`src/rtl/bcd_stopwatch_ctrl.sv`:
```
// bcd_stopwatch_ctrl
//   Run/pause/clear controller for a chain of cascaded BCD decade digits.
//   A prescaler turns clk into count ticks. A three-state FSM (IDLE, RUN,
//   PAUSED) gates those ticks onto the digit chain. The chain ripples decade
//   carries within one edge and flags wrap-around from all-9s.
//
// Optional feature:
//   BCD_SW_LAP_EN - when defined, builds a lap-hold register. A lap pulse in
//                   RUN/PAUSED toggles the hold. While the hold is set, digits
//                   shows the captured count and live counting continues.
//
// Ports:
//   clk      in   rising-edge clock
//   rst      in   asynchronous active-high reset
//   start    in   start/resume request (level, sampled each edge)
//   stop     in   pause request (level, sampled each edge)
//   clear    in   zero count and return to IDLE (highest priority)
//   lap      in   lap-hold toggle pulse (used only with BCD_SW_LAP_EN)
//   digits   out  BCD count, 4 bits per digit, digit 0 in [3:0]
//   running  out  high while the FSM is in RUN
//   tick     out  combinational one-cycle pulse on the cycle the count increments
//   overflow out  sticky wrap flag, cleared by clear or rst

module bcd_stopwatch_ctrl #(
    parameter int unsigned DIGITS   = 4,
    parameter int unsigned TICK_DIV = 10
) (
    input  logic                  clk,
    input  logic                  rst,
    input  logic                  start,
    input  logic                  stop,
    input  logic                  clear,
    input  logic                  lap,
    output logic [4*DIGITS-1:0]   digits,
    output logic                  running,
    output logic                  tick,
    output logic                  overflow
);

    localparam int unsigned DW = 4 * DIGITS;
    localparam int unsigned PW = $clog2(TICK_DIV);
    localparam logic [PW-1:0] PRESC_LAST = PW'(TICK_DIV - 1);

    typedef enum logic [1:0] {
        S_IDLE   = 2'd0,
        S_RUN    = 2'd1,
        S_PAUSED = 2'd2
    } state_t;

    state_t          r_state;
    state_t          w_state_nxt;
    logic [PW-1:0]   r_presc;
    logic [PW-1:0]   w_presc_nxt;
    logic [DW-1:0]   r_count;
    logic [DW-1:0]   w_count_nxt;
    logic            r_overflow;
    logic            w_overflow_nxt;
    logic            w_tick;
    logic            w_wrap;

    // State register
    always_ff @(posedge clk or posedge rst) begin
        if (rst) begin
            r_state <= S_IDLE;
        end else begin
            r_state <= w_state_nxt;
        end
    end

    // Next state: clear > stop > start. A stop outside RUN also swallows a
    // simultaneous start, so PAUSED is only left through a clean start.
    always_comb begin
        w_state_nxt = r_state;
        if (clear) begin
            w_state_nxt = S_IDLE;
        end else if (stop) begin
            if (r_state == S_RUN) begin
                w_state_nxt = S_PAUSED;
            end
        end else if (start) begin
            w_state_nxt = S_RUN;
        end
    end

    assign w_tick = (r_state == S_RUN) && (r_presc == PRESC_LAST);

    // Prescaler: advances only in RUN, so a pause keeps the partial period
    always_comb begin
        w_presc_nxt = r_presc;
        if (clear) begin
            w_presc_nxt = '0;
        end else if (r_state == S_RUN) begin
            w_presc_nxt = (r_presc == PRESC_LAST) ? '0 : r_presc + PW'(1);
        end
    end

    // Digit chain: a digit steps when the tick reaches it through all-9
    // digits below it. The carry out of the top digit is the wrap.
    always_comb begin : digit_chain
        logic v_carry;
        v_carry     = w_tick;
        w_count_nxt = r_count;
        for (int i = 0; i < int'(DIGITS); i++) begin
            if (v_carry) begin
                w_count_nxt[4*i +: 4] = (r_count[4*i +: 4] == 4'd9) ? 4'd0
                                        : r_count[4*i +: 4] + 4'd1;
            end
            v_carry = v_carry && (r_count[4*i +: 4] == 4'd9);
        end
        w_wrap = v_carry;
        if (clear) begin
            w_count_nxt = '0;
        end
    end

    // Sticky overflow
    always_comb begin
        w_overflow_nxt = r_overflow;
        if (clear) begin
            w_overflow_nxt = 1'b0;
        end else if (w_wrap) begin
            w_overflow_nxt = 1'b1;
        end
    end

    // Datapath registers
    always_ff @(posedge clk or posedge rst) begin
        if (rst) begin
            r_presc    <= '0;
            r_count    <= '0;
            r_overflow <= 1'b0;
        end else begin
            r_presc    <= w_presc_nxt;
            r_count    <= w_count_nxt;
            r_overflow <= w_overflow_nxt;
        end
    end

`ifdef BCD_SW_LAP_EN
    logic            r_hold;
    logic [DW-1:0]   r_lap;

    // Lap hold: setting the hold captures the live count. Releasing it leaves
    // r_lap stale, but r_lap is only shown while the hold is set.
    always_ff @(posedge clk or posedge rst) begin
        if (rst) begin
            r_hold <= 1'b0;
            r_lap  <= '0;
        end else if (clear) begin
            r_hold <= 1'b0;
        end else if (lap && (r_state != S_IDLE)) begin
            r_hold <= ~r_hold;
            if (!r_hold) begin
                r_lap <= r_count;
            end
        end
    end

    assign digits = r_hold ? r_lap : r_count;
`else
    logic w_unused_lap;
    assign w_unused_lap = lap;
    assign digits       = r_count;
`endif

    assign running  = (r_state == S_RUN);
    assign tick     = w_tick;
    assign overflow = r_overflow;

endmodule
```
`config.mk`:
```
export PLATFORM = sky130hd
export DESIGN_NAME = bcd_stopwatch_ctrl
export DESIGN_NICKNAME = d
export VERILOG_FILES = /design/src/rtl/bcd_stopwatch_ctrl.sv
export SDC_FILE = /design/constraint.sdc
export NUM_CORES = 1
export LEC_CHECK = 0
export CAP_MARGIN = 20
export CORE_MARGIN = 5
export CORE_UTILIZATION = 46
export DETAILED_ROUTE_END_ITERATION = 8
export GPL_TIMING_DRIVEN = 0
export PLACE_DENSITY = 0.8
export SLEW_MARGIN = 20
export SYNTH_ARGS = -nofsm -noshare
export SYNTH_HDL_FRONTEND = slang
export SYNTH_SLANG_ARGS = --single-unit
```
`constraint.sdc`:
```
create_clock -name clk -period 1.67 [get_ports clk]
set_input_delay 0.334 -clock clk [delete_from_list [all_inputs] [get_ports clk]]
set_output_delay 0.334 -clock clk [all_outputs]
set_load 0.05 [all_outputs]
```
==> run metrics <==
Seq pwr share 62.0%; Cell Area, Synth 0.00134 sq mm; reg2reg end digits[13]; global-route wire length before repair 5730 um; synthesized area per cell 9.38 sq um; Pwr Density 474 mW/mm^2; Syn. warnings 0; I/O pin total 25; placed cell count 197; Int Pwr 689 uW; num rows 19; Clock Path Buffers 2; final setup vio count 12; Global Route Usage Sum 16.7%; CTS root buf clkbuf_4; die area 0.00410 sq mm; ANT nets after route 0; fmax 553 MHz; syn nets 159; Netlist cell types 34; Hold Vio Cnt, Final 0; via/cell ratio 5.57; initial antenna violation count 0; clock latency at the later pin of the worst-skew pair 0.32 ns; share of cells above drive strength 1 35.8%; CTS tree built; type of origin of the critical path flip-flop; total number of vias 1231; Finished Layout Cells 221; Pre-antenna DRT Iters 4; area grow syn2layout 43.3%; combinational power share 9.2%; Fillers 208; GRT overflow 0; relative slew slack 41.7%; Multi-input gate area 790 sq um; peak supply drop 476 uV; Max Cap Viol 0; NetSw 222 uW; most common cell after layout, fill and taps aside dfrtp_1; unrepaired setup endpoints after global routing yes; storage element area 583 sq um; Final period util 108%; Worst-path clk slew 0.13 ns; Tightest Pin Transition 0.874 ns; htree depth 1; CP Data Required Time 1.34 ns; Slew Limit Fails 0; pin count of the biggest net entering global routing 24; # DRC 0; ant diodes 0; crit path DAT 1.48 ns; critical path type flip-flop to primary output; outcome finished, violations left; Mapped Cells 143; initial drt markers 82; drt total wl 3420 um; Inserted Clock Buffers 3; final core utilization 69.1%; Die Width 64 um; Final min period 1.81 ns; most frequent cells in the layout dfrtp_1, buf_4, a21oi_1, nor2_1, inv_1; RR Startpoint r_presc[1]; Core Region 0.00278 sq mm; clock sink total 23; crit path capture type primary output; hpwl dp 2230 um; Max FO, Critical Path 3; vias in the first global route 1301; RePlAce Congestion 0.832; Final nets 207; worst hold path class input port to async pin; skew final 0.00628 ns; static leakage 0.893 nW; R2R cell count 7; cts hold-fix bufs 0; Die Ht 64 um; sequential share of the synthesized area 42.9%; Yosys reg bits 23; setup slack after layout -0.140 ns; routed length per instance 15.5 um; switching part of the total 24.4%; power share of the clock group 28.7%; PortBufs 23; flop2flop setup slack -0.12 ns; starting density of the core 48.2%; failing checks setup timing
## power by group through the flow
stage / registers [mW] / clock network (mW) / logic, mW
4_1_cts: 0.565 / 0.263 / 0.0720
3_3_place_gp: 0.577 / 0 / 0.0609
2_1_floorplan: 0.576 / 0 / 0.0392
3_5_place_dp: 0.578 / 0 / 0.0622
6_report: 0.565 / 0.262 / 0.0838
5_1_grt: 0.566 / 0.303 / 0.0931
## registers in the layout (all words and copies together) (netlist names)
| signal | count |
|---|---|
| r_presc | 4 |
| r_state | 2 |
| digits | 16 |
| overflow | 1 |
## through the flow
stage	total power [mW]	worst slack [ns]	hold slack (ns)	instance area, sq um	TNS (ns)
after global routing	0.962	-0.215	0.549	1920	-1.72
after global placement	0.638	-0.611	0.505	1650	-1.15
after detailed placement	0.640	-0.655	0.520	1650	-1.53
after floorplan	0.616	-0.142	0.336	1380	-0.210
final	0.911	-0.140	0.479	1920	-0.775
after CTS	0.900	-0.146	0.506	1810	-0.924
## what timing repair did
| item | 4_1_cts | 5_1_grt |
|---|---|---|
| pin swaps | 11 | 9 |
| setup buffers | 12 | 10 |
| resized for setup | 51 | 30 |
| endpoints found under the setup margin | 28 | 26 |
## Yosys cell counts
master / n / area (sq um)
dfrtp_1: 23 / 576
a21oi_1: 16 / 80.1
inv_1: 13 / 48.8
nor2_1: 11 / 41.3
ha_1: 10 / 125
nand2_1: 9 / 33.8
o21ai_0: 8 / 40.0
or3_1: 8 / 50.1
nand3_1: 6 / 30.0
and3b_1: 5 / 43.8
nor4_1: 3 / 18.8
buf_2: 2 / 10.0
clkbuf_1: 2 / 7.51
mux2i_1: 2 / 20.0
nand2b_1: 2 / 12.5
nand4_4: 2 / 42.5
nor2b_1: 2 / 12.5
nor3_1: 2 / 10.0
xnor2_1: 2 / 17.5
a2111oi_0: 1 / 8.76
a21boi_0: 1 / 7.51
a22oi_1: 1 / 7.51
a31oi_1: 1 / 6.26
and2_1: 1 / 6.26
and3b_2: 1 / 10.0
and4b_2: 1 / 11.3
and4bb_2: 1 / 12.5
clkinv_1: 1 / 3.75
nand3b_1: 1 / 7.51
nand4_1: 1 / 6.26
o21a_1: 1 / 7.51
o21ba_2: 1 / 10.0
or4_1: 1 / 7.51
xor2_1: 1 / 8.76
## per-layer routing
| layer | up-vias | global-route usage [%] | wire [um] | part of all wire [%] |
|---|---|---|---|---|
| met5 | - | 0 | 0 | 0 |
| met4 | 0 | 3.90 | 29 | 0.85 |
| met3 | 5 | 2.28 | 131 | 3.8 |
| met2 | 30 | 30.8 | 1820 | 53 |
| met1 | 601 | 20.4 | 1440 | 42 |
| li1 | 595 | - | - | - |
## how the worst max path moves through the flow
stage / startpoint / to / slack (ns) / depth (start not counted)
floorplan: digits[4] / digits[14] / -0.14 / 5
global route: r_presc[0] / tick / -0.22 / 5
detailed placement: r_presc[1] / tick / -0.65 / 7
finish: r_presc[0] / tick / -0.14 / 5
global placement: r_presc[1] / tick / -0.61 / 7
CTS: r_presc[1] / digits[10] / -0.15 / 9
## logic make-up after synthesis
family | after synthesis | share of synthesized area, %
simple gates | 57 | 26.6
compound gates | 30 | 12.5
flops | 23 | 42.9
buf+inv | 18 | 5.22
fa+ha+maj | 10 | 9.33
xor+xnor | 3 | 1.96
mux | 2 | 1.49
## worst max-delay path, stage by stage (launching register included)
cell and delay [ns]:
dfrtp_1 0.42, ha_2 0.20, and3b_2 0.23, nand2_4 0.08, clkinvlp_4 0.08, buf_8 0.15
## cell type report
cell class,instances,area share (%)
multi-input combinational,102,41.1
sequential,23,30.3
timing repair buffer,44,20.9
inverter,14,3.32
tap,31,2.02
clock buffer,4,1.37
buffer,3,0.977
Note: power is estimated with default switching activity, not from simulation.
